### config.mk
export PLATFORM = sky130hd
export DESIGN_NAME = booth_divider_module
export DESIGN_NICKNAME = d
export VERILOG_FILES = /design/src/rtl/booth_divider_module.sv
export SDC_FILE = /design/constraint.sdc
export NUM_CORES = 1
export LEC_CHECK = 0
export CAP_MARGIN = 15
export CORE_MARGIN = 2
export CORE_UTILIZATION = 30
export CTS_BUF_LIST = sky130_fd_sc_hd__clkbuf_8
export DETAILED_ROUTE_END_ITERATION = 12
export GPL_TIMING_DRIVEN = 0
export PLACE_DENSITY = 0.61
export SYNTH_ARGS = -nofsm -noshare
export SYNTH_HDL_FRONTEND = slang
export SYNTH_SLANG_ARGS = --single-unit
### constraint.sdc
create_clock -name clk -period 2.15 [get_ports clk]
set_input_delay 0.43 -clock clk [delete_from_list [all_inputs] [get_ports clk]]
set_output_delay 0.43 -clock clk [all_outputs]
set_load 0.02 [all_outputs]
### src/rtl/booth_divider_module.sv
// -----------------------------------------------------------------------------
// booth_divider_module
//   Signed two's-complement sequential divider. It restores on operand
//   magnitudes and produces one quotient bit per clock. Signs are fixed up at
//   the end. The quotient truncates toward zero, and the remainder takes the
//   sign of the dividend.
//
// Handshake (start_sig / done_sig):
//   The master raises start_sig with A/B valid and holds it until it sees
//   done_sig. Operands are sampled only on the first edge where the block is
//   IDLE and start_sig is high. done_sig is a one-cycle pulse. The master drops
//   start_sig on the edge where it sees done_sig. If start_sig is still high
//   when the block is back in IDLE, a new operation starts with the current A/B.
//
// Ports:
//   clk        rising-edge clock
//   rst_n      asynchronous active-low reset
//   start_sig  request, held until done_sig
//   A, B       signed dividend / divisor (WIDTH bits)
//   done_sig   one-cycle completion pulse
//   quotient   signed quotient, held until the next completion
//   remainder  signed remainder, held until the next completion
//   div_zero   completed operation had B == 0
//   overflow   completed operation was most-negative / -1
//   SQ_r       debug: working partial remainder (WIDTH+1 bits)
//   SQ_q       debug: working quotient shift register
// -----------------------------------------------------------------------------
module booth_divider_module #(
  parameter int WIDTH = 8
) (
  input  logic             clk,
  input  logic             rst_n,
  input  logic             start_sig,
  input  logic [WIDTH-1:0] A,
  input  logic [WIDTH-1:0] B,
  output logic             done_sig,
  output logic [WIDTH-1:0] quotient,
  output logic [WIDTH-1:0] remainder,
  output logic             div_zero,
  output logic             overflow,
  output logic [WIDTH:0]   SQ_r,
  output logic [WIDTH-1:0] SQ_q
);

  localparam int CW = $clog2(WIDTH) + 1;
  localparam logic [WIDTH-1:0] MOST_NEG = {1'b1, {(WIDTH-1){1'b0}}};

  typedef enum logic [1:0] {S_IDLE, S_ITER, S_FIX, S_DONE} state_e;

  state_e           state_q, state_d;
  logic [WIDTH:0]   sq_r_q, sq_r_d;
  logic [WIDTH-1:0] sq_q_q, sq_q_d;
  logic [WIDTH-1:0] abs_b_q, abs_b_d;
  logic             neg_a_q, neg_a_d;   // dividend was negative
  logic             neg_qt_q, neg_qt_d; // operand signs differ
  logic             ovf_q, ovf_d;       // most-negative / -1 pending
  logic             dz_q, dz_d;         // divide-by-zero result pending
  logic [CW-1:0]    cnt_q, cnt_d;
  logic [WIDTH-1:0] quot_q, quot_d;
  logic [WIDTH-1:0] rem_q, rem_d;
  logic             done_q, done_d;
  logic             div_zero_q, div_zero_d;
  logic             overflow_q, overflow_d;

  logic [WIDTH:0]   shifted;
  logic [WIDTH+1:0] trial;
  logic [WIDTH-1:0] abs_a;

  always_comb begin
    state_d    = state_q;
    sq_r_d     = sq_r_q;
    sq_q_d     = sq_q_q;
    abs_b_d    = abs_b_q;
    neg_a_d    = neg_a_q;
    neg_qt_d   = neg_qt_q;
    ovf_d      = ovf_q;
    dz_d       = dz_q;
    cnt_d      = cnt_q;
    quot_d     = quot_q;
    rem_d      = rem_q;
    done_d     = done_q;
    div_zero_d = div_zero_q;
    overflow_d = overflow_q;
    abs_a      = A[WIDTH-1] ? ('0 - A) : A;
    // One extra bit on the trial subtraction so its MSB is the borrow.
    shifted    = {sq_r_q[WIDTH-1:0], sq_q_q[WIDTH-1]};
    trial      = {1'b0, shifted} - {2'b00, abs_b_q};

    case (state_q)
      S_IDLE: begin
        if (start_sig) begin
          // |most-negative| fits as an unsigned WIDTH-bit value.
          sq_q_d   = abs_a;
          sq_r_d   = '0;
          cnt_d    = '0;
          abs_b_d  = B[WIDTH-1] ? ('0 - B) : B;
          neg_a_d  = A[WIDTH-1];
          neg_qt_d = A[WIDTH-1] ^ B[WIDTH-1];
          ovf_d    = (A == MOST_NEG) && (B == '1);
          dz_d     = (B == '0);
          state_d  = (B == '0) ? S_DONE : S_ITER;
        end
      end
      S_ITER: begin
        sq_r_d = trial[WIDTH+1] ? shifted : trial[WIDTH:0];
        sq_q_d = {sq_q_q[WIDTH-2:0], ~trial[WIDTH+1]};
        cnt_d  = cnt_q + 1'b1;
        if (cnt_q == CW'(WIDTH - 1)) state_d = S_FIX;
      end
      S_FIX: begin
        if (ovf_q) begin
          quot_d     = MOST_NEG;
          rem_d      = '0;
          overflow_d = 1'b1;
        end else begin
          quot_d     = neg_qt_q ? ('0 - sq_q_q) : sq_q_q;
          rem_d      = neg_a_q ? ('0 - sq_r_q[WIDTH-1:0]) : sq_r_q[WIDTH-1:0];
          overflow_d = 1'b0;
        end
        div_zero_d = 1'b0;
        done_d     = 1'b1;
        state_d    = S_DONE;
      end
      S_DONE: begin
        if (dz_q) begin
          // Divide-by-zero enters DONE straight from IDLE. It publishes its
          // result on this first DONE edge, then leaves on the next one.
          quot_d     = '1;
          rem_d      = neg_a_q ? ('0 - sq_q_q) : sq_q_q;
          div_zero_d = 1'b1;
          overflow_d = 1'b0;
          done_d     = 1'b1;
          dz_d       = 1'b0;
        end else begin
          done_d  = 1'b0;
          state_d = S_IDLE;
        end
      end
      default: state_d = S_IDLE;
    endcase
  end

  always_ff @(posedge clk or negedge rst_n) begin
    if (!rst_n) begin
      state_q <= S_IDLE;
    end else begin
      state_q <= state_d;
    end
  end

  always_ff @(posedge clk or negedge rst_n) begin
    if (!rst_n) begin
      sq_r_q     <= '0;
      sq_q_q     <= '0;
      abs_b_q    <= '0;
      neg_a_q    <= 1'b0;
      neg_qt_q   <= 1'b0;
      ovf_q      <= 1'b0;
      dz_q       <= 1'b0;
      cnt_q      <= '0;
      quot_q     <= '0;
      rem_q      <= '0;
      done_q     <= 1'b0;
      div_zero_q <= 1'b0;
      overflow_q <= 1'b0;
    end else begin
      sq_r_q     <= sq_r_d;
      sq_q_q     <= sq_q_d;
      abs_b_q    <= abs_b_d;
      neg_a_q    <= neg_a_d;
      neg_qt_q   <= neg_qt_d;
      ovf_q      <= ovf_d;
      dz_q       <= dz_d;
      cnt_q      <= cnt_d;
      quot_q     <= quot_d;
      rem_q      <= rem_d;
      done_q     <= done_d;
      div_zero_q <= div_zero_d;
      overflow_q <= overflow_d;
    end
  end

  assign done_sig  = done_q;
  assign quotient  = quot_q;
  assign remainder = rem_q;
  assign div_zero  = div_zero_q;
  assign overflow  = overflow_q;
  assign SQ_r      = sq_r_q;
  assign SQ_q      = sq_q_q;

endmodule

# Yosys cells after proc, flatten, opt, wreduce, memory -nomap -nowiden
# Cells that the tools add are included.
word_totals:
  mem_bits_ro: 0
  output_inout_bits: 36
  inputBits: 19
  latchBits: 0
  regBits: 54
  memories: 0
  ramBits: 0
  elab_cells: 75
classes:
  muxes: 32
  n_eq_ne: 10
  order_cmp: 0
  n_reduce_logical: 11
  bitwise: 2
  add_sub_neg: 6
  shifts: 0
  multipliers: 0
  div: 0
op_table:
  columns: ["operator", "n"]
  rows:
  - ["$mux W8", 10]
  - ["$pmux W8 S2", 3]
  - ["$sub A1 B8 Y8 const A", 4]
  - ["$mux W9", 2]
  - ["$pmux W9 S2", 1]
  - ["$eq A8 B8 Y1 const B", 2]
  - ["$sub A9 B8 Y10", 1]
  - ["$logic_not A8 Y1", 1]
  - ["$mux W2", 4]
  - ["$ne A2 B2 Y1 const B", 4]
  - ["$pmux W1 S2", 4]
  - ["$pmux W2 S4", 1]
  - ["$pmux W4 S2", 1]
  - ["$reduce_and A2 Y1", 4]
  - ["$reduce_bool A2 Y1", 3]
  - ["$mux W1", 5]
  - ["$add A4 B1 Y4 const B", 1]
  - ["$eq A2 B2 Y1 const B", 2]
  - ["$eq A4 B3 Y1 const B", 1]
  - ["$mux W4", 1]
  - ["$reduce_and A3 Y1", 1]
  - ["$eq A2 B1 Y1 const B", 1]
  - ["$logic_not A2 Y1", 1]
  - ["$logic_and A1 B1 Y1", 1]
  - ["2 further kinds", 2]

# Depth between registers and ports, before layout
# Gate-level depths: netlist (run 1).
depth:
  depth_word: 4
  mapped_depth: 9
  depth_no_buf: 9

# Worst setup path after synthesis (run 1)
# Ideal clock, no wire load.
synth_path:
  kind: "flip-flop to flip-flop"
  from: "register sq_q_q[7], in the netlist SQ_q[7]"
  to: "register sq_r_q[6], in the netlist SQ_r[6]"
  arrival_ps: 1951
  setup_time_ps: 87
  path_slack_ps: 111
  required_ps: 2063
  synth_period_minus_slack_ps: 2039
  path_buffers: 0
  path_stages_with_launch: 10
  cell_sequence: "dfrtp_1 > inv_1 > ha_1 > inv_1 > fa_1 > a21o_1 > a311o_1 > nand3_1 > o211ai_1 > o211ai_1"
synth_via:
  elab_chain_len: 3
synth_lines:
  columns: ["element", "line_no", "rtl"]
  rows:
  - ["start: declaration", "52", "logic [WIDTH-1:0] sq_q_q, sq_q_d;"]
  - ["start signal: assignment", "168", "sq_q_q <= sq_q_d;"]
  - ["$sub A9 B8 Y10", "87", "trial = {1'b0, shifted} - {2'b00, abs_b_q};"]
  - ["$mux W9", "105", "sq_r_d = trial[WIDTH+1] ? shifted : trial[WIDTH:0];"]
  - ["$pmux W9 S2", "89", "case (state_q)"]
  - ["end signal: assignment", "167", "sq_r_q <= sq_r_d;"]
  - ["end: declaration", "51", "logic [WIDTH:0] sq_r_q, sq_r_d;"]
# No other way between the ends.
# A chain may end at the register's enable or synchronous reset.

# Worst setup path after layout (run 1)
layout_path:
  from: "register state_q[0]"
  to: "register sq_q_q[7], in the netlist SQ_q[7]"
layout_via:
  elab_chain_len: 3
  word_cells_on_any_way: 6
  classes_between: "eq/ne: 2; mux: 1; reduce/logical: 3"
layout_lines:
  columns: ["element", "line_no", "rtl"]
  rows:
  - ["start: declaration", "50", "state_e state_q, state_d;"]
  - ["start signal: assignment", "147", "state_q <= state_d;"]
  - ["$eq A2 B1 Y1 or $logic_not A2 Y1 (tied branches)", "89", null]
  - ["$reduce_bool A2 Y1 (no source line) or $ne A2 B2 Y1 (tied branches)", null, null]
  - ["$reduce_and A2 Y1 (no source line)", null, null]
# Parallel ways exist; a longest one is shown, timed or not.

==> results.txt, run 1 <==
DR pass1 iterations -> 5
Iteration-0 DRC Markers -> 141
Worst R2R End -> SQ_q[7]
Simple-gate share of the synthesized area -> 16.4%
Max-Slew Margin vs Limit -> 56.5%
R2R setup slack -> 100 ps
Worst-Margin Slew -> 652 ps
Synth top area cells -> dfrtp_1, ha_1, xnor2_1, nand2_1, o21ai_0
Num ports -> 55
Layout cells sized above 1 -> 12.2%
CP arrival -> 2300 ps
Yosys warns -> 0
Power consumption -> 7120 uW
Remaining Overflow, GRT -> 0
Synth Flop Type -> dfrtp_1
Post-DP HPWL -> 7320 um
EDFF count, synth -> 0
Vias per std cell -> 5.14
Site Rows -> 40
Post-synthesis cell type count -> 57
Synth Area in Adders -> 6.70%
Main combinational cell family by area after synthesis -> compound AO/OA/AOI/OAI gates
Max rail drop VDD -> 0.000379 V
Final Hold Fails -> 0
CP Class -> register to register
R2R Path Start -> state_q[0]
Core ar. -> 12000 um2
Post-Synthesis Cells -> 413
Worst hold margin -> 137 ps
Hold-fix buffer count after cts -> 0
Fin crit period -> 2050 ps
Mux cell area share after synthesis -> 3.11%
Worst r2r path cells -> 6
GP Congestion -> 0.825
Leading area contributor after synthesis -> dfrtp_1
Die area -> 13100 um2
Syn avg cell area -> 8.86 um2
CTS tree -> done
Vias in the first global route -> 3066
Avg WL per Cell -> 15.0 um
Die W -> 114 um
Leak -> 0.00190 uW
Largest net degree at the start of global routing -> 29
Fin crit share -> 95.1%
CTS Buffer Depth -> 2
Clock transition at the registers of the reported paths -> 100 ps
Pwr per Cell Area -> 1550 nW/um2
Seq/Total Area, Yosys -> 36.9%
Mapped cell area -> 3660 um2
Area growth syn-to-layout -> 25.8%
First-pass GRT wire length -> 15500 um
Crit path max fanout -> 10
Skew-Pair Late Insertion Delay -> 310 ps
CTS root buf -> clkbuf_8
Required @ worst endpoint -> 2400 ps
Area taken by multi-input logic gates -> 2140 um2
Final setup viols -> 0
Initial antenna violation count -> 0
Synth Area in XOR/XNOR -> 7.66%
Synth Area in Compound Gates -> 23.0%
Antenna Diode Count -> 0
Initial core utilization -> 30.6%
All-Layer GR Usage -> 14.9%
Final Net Count -> 520
RSZ-0062 raised after global routing -> true
Die Y-Extent -> 114 um
Worst Skew -> 9.13 ps
H-tree Lvls -> 2
Vias -> 3231
Async set-reset flop share out of synthesis -> 100%
FF+latch area -> 1360 um2
Crit. End Element -> register
Worst Setup SP -> state_q[0]
Filler cells -> 1186
Max frequency -> 489 MHz
HP Class -> input port to asynchronous set/reset pin
DRC errors left -> 0
Antenna Nets Post-Route -> 0
Seq cells post-synth -> 54
Clock sink total -> 54
Status -> finished clean
Post-synth top area share -> 36.9%
Max Slew Vio Count -> 0
Synthesized net count -> 451
Final WL -> 9440 um
Startpoint Class -> register
IO Port Bufs -> 52
Max-Cap Viols -> 0
Clock buffer count from CTS -> 5
==> through the flow <==
| stage | setup TNS [ps] | cell area, um2 | std cells | worst slack (ps) | utilization (%) |
|---|---|---|---|---|---|
| after detailed placement | -3530 | 4380 | 613 | -334 | 36.6 |
| after floorplan | 0 | 3660 | 413 | 111 | - |
| final | 0 | 4600 | 629 | 105 | 38.5 |
| after global routing | -22.0 | 4600 | 629 | -12.4 | 38.5 |
| after global placement | -60080 | 4360 | 612 | -1060 | 36.5 |
| after CTS | -26.3 | 4470 | 620 | -22.9 | 37.4 |
==> worst max-delay path, cell delays in order (launching register included) <==
cell      delay, ps
dfrtp_1         410
inv_1           110
ha_1            200
clkbuf_1        390
nand2_1         180
nor4_1          520
a221o_1         190
==> synth_stat cells (5+ instances only) <==
library cell	n
o211ai_1	10
or3_1	5
o22ai_1	7
dfrtp_1	54
nor2_1	29
o22a_1	7
nand2_1	47
clkbuf_1	20
a21o_1	5
nand3_1	5
ha_1	18
a21oi_1	10
a221oi_1	7
xor2_1	11
nand2b_1	10
mux2i_1	8
o21ai_0	35
inv_1	30
o31ai_1	7
xnor2_1	21
nor2b_1	7
==> state kept, by name, summed over array words and instances, names as in the netlist, 2 cells and up <==
signal,cells
cnt_q,4
SQ_r,9
abs_b_q,8
SQ_q,8
remainder,8
quotient,8
state_q,2
==> worst max-delay path by stage <==
| stage | to |
|---|---|
| floorplan | SQ_r[6] |
| global placement | done_sig |
| detailed placement | SQ_r[5] |
| CTS | SQ_r[2] |
| global route | SQ_q[7] |
| finish | SQ_q[7] |
==> timing repair <==
| item | in CTS | in global routing |
|---|---|---|
| buffers inserted | 0 | 10 |
| gates resized for setup | 7 | 26 |
| hold endpoints to repair | 0 | 0 |
| setup endpoints to repair | 8 | 21 |
| pin swaps | 0 | 5 |
==> logic make-up after synthesis <==
kind of cell    count (synthesis)
compound gates                117
xor+xnor                       32
flops                          54
mux                            11
fa+ha+maj                      19
buf+inv                        56
simple gates                  124
==> power breakdown <==
part	internal (uW)	switching, uW	leakage (uW)
combinational	2080	2640	0.00120
clock	220	332	0.0000414
sequential	1450	405	0.000665
==> placed cells by master, fill, tap and decap left out, types with 4 or more instances in the layout <==
master and instances:
o31ai_1 6, o22a_1 7, mux2i_1 8, dfrtp_1 49, nor2_1 29, nand2_1 46
buf_4 11, o22ai_1 7, ha_1 16, clkbuf_1 15, a31oi_1 4, o211ai_1 10
clkbuf_8 5, or3_1 5, a21o_1 5, clkdlybuf4s50_1 50, buf_2 6, nand3_1 4
a21oi_1 8, xor2_1 11, xnor2_1 21, a221oi_1 7, nor2b_1 7, dfrtp_2 5
o21ai_0 33, nand2b_1 9, inv_1 30
==> routing by layer <==
metal,GRT usage (%),share of wire (%),vias to the layer above
met1,20.4,46,1530
met2,24.2,49,74
met5,0,0,-
li1,-,-,1618
met3,2.17,4.1,9
met4,4.47,1.3,0
==> layout make-up <==
cell class	instances	share of cell area (%)
flip-flops and latches	54	29.5
multi-input cells	303	46.5
clock inverters	2	0.245
clock buffers	5	1.49
inverters	30	2.50
repair buffers	63	13.3
well taps	147	3.99
plain buffers	25	2.50
(Power assumes the default switching activity.)
==> run 2: changes to the inputs <==
Settings changed: GPL_TIMING_DRIVEN 0 to unset.
==> run 2 against run 1 <==
- combinational power is essentially flat
- cell count grew 0.95%
- setup slack lost 28 ps
- global-route usage grew 0.11 points
- critical path depth shrank 4
- largest cell class unchanged
- highest routed layer unchanged
==> results.txt, run 2 (synthesis results as in run 1) <==
Post-Place Cells -> 628 (+2.4%)
Antenna Diode Count -> 0 (unchanged)
GP Congestion -> 0.823 (-0.28%)
DRC errors left -> 0 (unchanged)
IO Port Bufs -> 54 (+3.8%)
Met3 WL -> 331 um (-15%)
Fin area -> 4670 um2 (+1.5%)
DR pass1 iterations -> 4 (-1)
Max rail drop VDD -> 0.000417 V (+10%)
Hold-fix buffer count after cts -> 0 (unchanged)
Die W -> 114 um (unchanged)
CP max stage cell -> clkdlybuf4s50_1
Most common cell after layout, fill and taps aside -> dfrtp_1
Final Net Count -> 526 (+1.2%)
CTS root buf -> clkbuf_8
Die Y-Extent -> 114 um (unchanged)
Worst-Margin Slew -> 728 ps (+75.7 ps)
Clock buffer count from CTS -> 5 (unchanged)
WP buf/inv -> 2 (unchanged)
Max frequency -> 482 MHz (-1.4%)
Critical path depth -> 2 (-4)
Delay-heaviest family, CP -> buffers and inverters
Dpl cell area -> 4580 um2 (+4.5%)
CP Class -> register to output port
CP arrival -> 1640 ps (-660 ps)
Post-DP HPWL -> 7530 um (+2.9%)
Startpoint Class -> register
Pwr per Cell Area -> 1520 nW/um2 (-1.6%)
Most frequent cells in the layout -> dfrtp_1, clkdlybuf4s50_1, nand2_1
Highest routed layer -> met4
Layout cells sized above 1 -> 13.3% (+1.1 points)
Max-Slew Margin vs Limit -> 51.5% (-5.0 points)
Initial antenna violation count -> 0 (unchanged)
Crit path max fanout -> 5 (-5)
Max reg flops -> 9 (unchanged)
H-tree Lvls -> 2 (unchanged)
Worst hold margin -> 166 ps (+28.6 ps)
CTS Buffer Depth -> 2 (unchanged)
Met2 wire length -> 4440 um (-3.5%)
Worst r2r path cells -> 6 (unchanged)
Filler cells -> 1185 (-0.084%)
Crit. End Element -> output port
Status -> finished clean
Core ar. -> 12000 um2 (unchanged)
Vias -> 3210 (-0.65%)
Site Rows -> 40 (unchanged)
Largest net degree at the start of global routing -> 31 (+6.9%)
Leak -> 0.00198 uW (+4.1%)
Area taken by multi-input logic gates -> 2100 um2 (-2.0%)
Vias in the first global route -> 3182 (+3.8%)
First-pass GRT wire length -> 15600 um (+0.75%)
Non-filler instance count after layout -> 635 (+0.95%)
Final WL -> 9470 um (+0.25%)
Avg WL per Cell -> 14.9 um (-0.69%)
RSZ-0062 raised after global routing -> true
Clock transition at the registers of the reported paths -> 100 ps (about the same)
All-Layer GR Usage -> 15.0% (+0.11 points)
Setup TNS -> 0 ps (unchanged)
FF+latch area -> 1350 um2 (-0.46%)
CTS tree -> done
Skew-Pair Late Insertion Delay -> 320 ps (about the same)
Final Hold Fails -> 0 (unchanged)
Remaining Overflow, GRT -> 0 (unchanged)
Max-Cap Viols -> 0 (unchanged)
Num ports -> 55 (unchanged)
Max Slew Vio Count -> 0 (unchanged)
HP Class -> input port to asynchronous set/reset pin
Antenna Nets Post-Route -> 0 (unchanged)
Met1 WL -> 4530 um (+4.6%)
Die area -> 13100 um2 (unchanged)
Vias per std cell -> 5.06 (-1.6%)
Initial core utilization -> 30.6% (unchanged)
Worst Skew -> 9.76 ps (+0.629 ps)
Fin crit period -> 2070 ps (+28.1 ps)
Crit path cell chain -> buf_4 -> clkdlybuf4s50_1
Area growth syn-to-layout -> 27.7%
Iteration-0 DRC Markers -> 148 (+5.0%)
Final setup viols -> 0 (unchanged)
CP peak stage delay -> 630 ps (+110 ps)
Clock sink total -> 54 (unchanged)
Required @ worst endpoint -> 1720 ps (-680 ps)
Fin crit share -> 96.4% (+1.3 points)
## run 2: changes by cell type in the layout (fill, tap and decap cells not counted), sizes merged
| cell | change |
|---|---|
| clkdlybuf4s50 | +3 |
| clkbuf | -18 |
| dlymetal6s2s | -1 |
| buf | +22 |
## run 2: what timing repair did
item                                    in CTS  in global routing
gates resized for setup                      0                  5
endpoints found under the setup margin       0                  8
buffers inserted                             0                  0
## run 2: per-stage QoR
stage / power [uW] / setup slack (ps) / util [%]
final: 7120 / 76.6 / 39.1
after global routing: 7780 / -22.2 / 39.1
after CTS: 7130 / 29.7 / 38.9
after detailed placement: 6560 / -102 / 38.3
after global placement: 6470 / -53.1 / 38.3
after floorplan: 4940 / 111 / -
## run 2: cell type report
type / count / area share (%)
Multi-Input combinational cell: 303 / 44.9
Inverter: 30 / 2.41
Tap cell: 147 / 3.94
Clock buffer: 5 / 1.47
Timing Repair Buffer: 94 / 18.2
Clock inverter: 2 / 0.241
Sequential cell: 54 / 28.9
## run 2: final timing paths
kind,from,to,slack [ps]
worst max-delay path,SQ_r[0],SQ_r[0],80
worst min-delay path,rst_n,SQ_r[6],170
worst max register to register,SQ_r[3],SQ_r[8],90
worst min register to register,abs_b_q[5],abs_b_q[5],490
max in group asynchronous,rst_n,SQ_q[4],1400
min in group clk,abs_b_q[5],abs_b_q[5],490
## run 2: report_power, final
part / leakage (uW) / internal, uW / switching [uW] / total (uW)
clock: 0.0000414 / 220 / 336 / 556
combinational: 0.00127 / 2120 / 2600 / 4720
sequential: 0.000673 / 1440 / 395 / 1840
## run 2: routing by layer
| layer | up-vias | track usage [%] |
|---|---|---|
| met3 | 11 | 2.38 |
| li1 | 1622 | - |
| met5 | - | 0 |
| met1 | 1510 | 20.1 |
| met2 | 67 | 24.3 |
| met4 | 0 | 5.53 |
==> run 3: changes to the inputs <==
Settings changed: CORE_UTILIZATION 30 to 35, PLACE_DENSITY 0.61 to 0.68.
==> run 3 against run 2 <==
- core utilization up 6.5 points
- clock skew rose by 5.5 ps
- combinational power rose by 0.8%
- die area is 14% lower
- worst hold slack worse by 75 ps
- critical path depth up 4
- register-to-register slack barely moved
- largest cell class unchanged
- largest power group unchanged
==> results.txt, run 3 (synthesis results as in run 1) <==
Startpoint Class -> register
Die Y-Extent -> 106 um (-7.2%)
Most common cell after layout, fill and taps aside -> dfrtp_1
Antenna Diode Count -> 0 (unchanged)
Vias in the first global route -> 3184 (+0.063%)
Fin crit period -> 2050 ps (-26.2 ps)
Max-Slew Margin vs Limit -> 55.8% (+4.3 points)
IO Port Bufs -> 54 (unchanged)
R2R Path Start -> SQ_r[3]
Power consumption -> 7140 uW (+0.39%)
Final Net Count -> 530 (+0.76%)
Status -> finished clean
Met1 usage -> 22.4% (+2.3 points)
HP Class -> input port to asynchronous set/reset pin
CP Class -> register to register
Largest net degree at the start of global routing -> 36 (+16%)
Max-Cap Viols -> 0 (unchanged)
Vias per std cell -> 5.28 (+4.4%)
Dpl cell area -> 4580 um2 (about the same)
GP Congestion -> 0.873 (+6.1%)
CTS Buffer Depth -> 2 (unchanged)
Area taken by multi-input logic gates -> 2080 um2 (-0.54%)
Clock buffer count from CTS -> 5 (unchanged)
Non-filler instance count after layout -> 628 (-1.1%)
Final WL -> 9190 um (-3.0%)
Clock transition at the registers of the reported paths -> 100 ps (about the same)
Setup Buffers After CTS -> 0 (unchanged)
FF+latch area -> 1350 um2 (unchanged)
Crit path max fanout -> 9 (+4)
Max rail drop VDD -> 0.000556 V (+34%)
Iteration-0 DRC Markers -> 188 (+27%)
Area growth syn-to-layout -> 27.5%
Pwr per Cell Area -> 1530 nW/um2 (+0.55%)
Die area -> 11300 um2 (-14%)
H-tree Lvls -> 2 (unchanged)
Remaining Overflow, GRT -> 0 (unchanged)
Met3 usage -> 2.82% (+0.44 points)
Avg WL per Cell -> 14.6 um (-1.9%)
Post-DP HPWL -> 7480 um (-0.58%)
Final setup viols -> 0 (unchanged)
Post-Place Cells -> 621 (-1.1%)
CTS root buf -> clkbuf_8
Num ports -> 55 (unchanged)
CTS tree -> done
Die W -> 106 um (-7.2%)
Clock sink total -> 54 (unchanged)
Skew-Pair Late Insertion Delay -> 310 ps (about the same)
Layout cells sized above 1 -> 13.4% (+0.095 points)
Fin crit share -> 95.2% (-1.2 points)
Worst Skew -> 15.2 ps (+5.48 ps)
Crit. End Element -> register
Most Crowded Layer GR -> met2
Max Slew Vio Count -> 0 (unchanged)
Met2 usage -> 27.8% (+3.5 points)
DRC errors left -> 0 (unchanged)
RSZ-0062 raised after global routing -> true
Vias -> 3314 (+3.2%)
Filler cells -> 975 (-18%)
Fin area -> 4660 um2 (-0.16%)
CP arrival -> 2240 ps (+600 ps)
Initial core utilization -> 35.8% (+5.2 points)
Core ar. -> 10200 um2 (-14%)
Worst-Margin Slew -> 663 ps (-65.2 ps)
All-Layer GR Usage -> 16.9% (+1.9 points)
Max frequency -> 488 MHz (+1.3%)
Final Hold Fails -> 0 (unchanged)
Setup slack at placement -> -109 ps (-6.93 ps)
Final core utilization -> 45.6% (+6.5 points)
Site Rows -> 37 (-7.5%)
Leak -> 0.00199 uW (+0.61%)
Required @ worst endpoint -> 2340 ps (+620 ps)
Final worst setup slack -> 103 ps (+26.2 ps)
Initial antenna violation count -> 0 (unchanged)
DR pass1 iterations -> 4 (unchanged)
Max reg flops -> 9 (unchanged)
Antenna Nets Post-Route -> 0 (unchanged)
First-pass GRT wire length -> 15300 um (-1.9%)
Most frequent cells in the layout -> dfrtp_1, clkdlybuf4s50_1, nand2_1
Worst Setup SP -> SQ_r[3]
run 3: cell count changes in the layout (fill, tap and decap cells not counted), sizes merged:
cell and change:
buf +4
run 3: per-stage QoR:
step                      TNS, ps  hold WS [ps]
final                           0          91.0
after floorplan                 0           134
after CTS                       0           111
after global placement      -55.6           442
after global routing        -11.4           125
after detailed placement     -195           452
run 3: final timing paths:
kind / end / slack [ps] / depth (start not counted)
worst max-delay path: SQ_r[8] / 100 / 6
worst min-delay path: quotient[7] / 90 / 2
worst max register to register: SQ_r[8] / 100 / 6
worst min register to register: abs_b_q[3] / 490 / 2
max in group asynchronous: SQ_q[6] / 1660 / 2
min in group clk: abs_b_q[3] / 490 / 2
run 3: power breakdown:
| part | internal [uW] | total [uW] | switching [uW] | leakage [uW] |
|---|---|---|---|---|
| Sequential | 1440 | 1830 | 390 | 0.000673 |
| Combinational | 2160 | 4760 | 2600 | 0.00128 |
| Clock | 220 | 550 | 330 | 0.0000414 |
| Total | 3820 | 7140 | 3320 | 0.00199 |
run 3: per-layer routing:
metal	wire, um	vias up	part of all wire (%)
li1	-	1626	-
met1	4180	1577	45
met2	4320	96	47
met3	507	15	5.5
met4	182	0	2.0
met5	0	-	0
run 3: repair_timing:
action                     4_1_cts  5_1_grt
hold buffers                     0        0
setup endpoints to repair        0        4
gates resized for setup          0        3
run 3: critical path, cell delays in order (launching register included):
cell and delay (ps):
dfrtp_1 410, ha_1 410, o211ai_1 150, a21o_1 230, a21oi_2 350, nor2_1 140
o41ai_1 260
run 3: final cells by class:
| cell class | count | share of cell area [%] |
|---|---|---|
| multi-input combinational | 303 | 44.7 |
| sequential | 54 | 29.0 |
| timing repair buffer | 98 | 18.6 |
| tap | 136 | 3.65 |
| inverter | 30 | 2.41 |
| clock buffer | 5 | 1.48 |
| clock inverter | 2 | 0.241 |
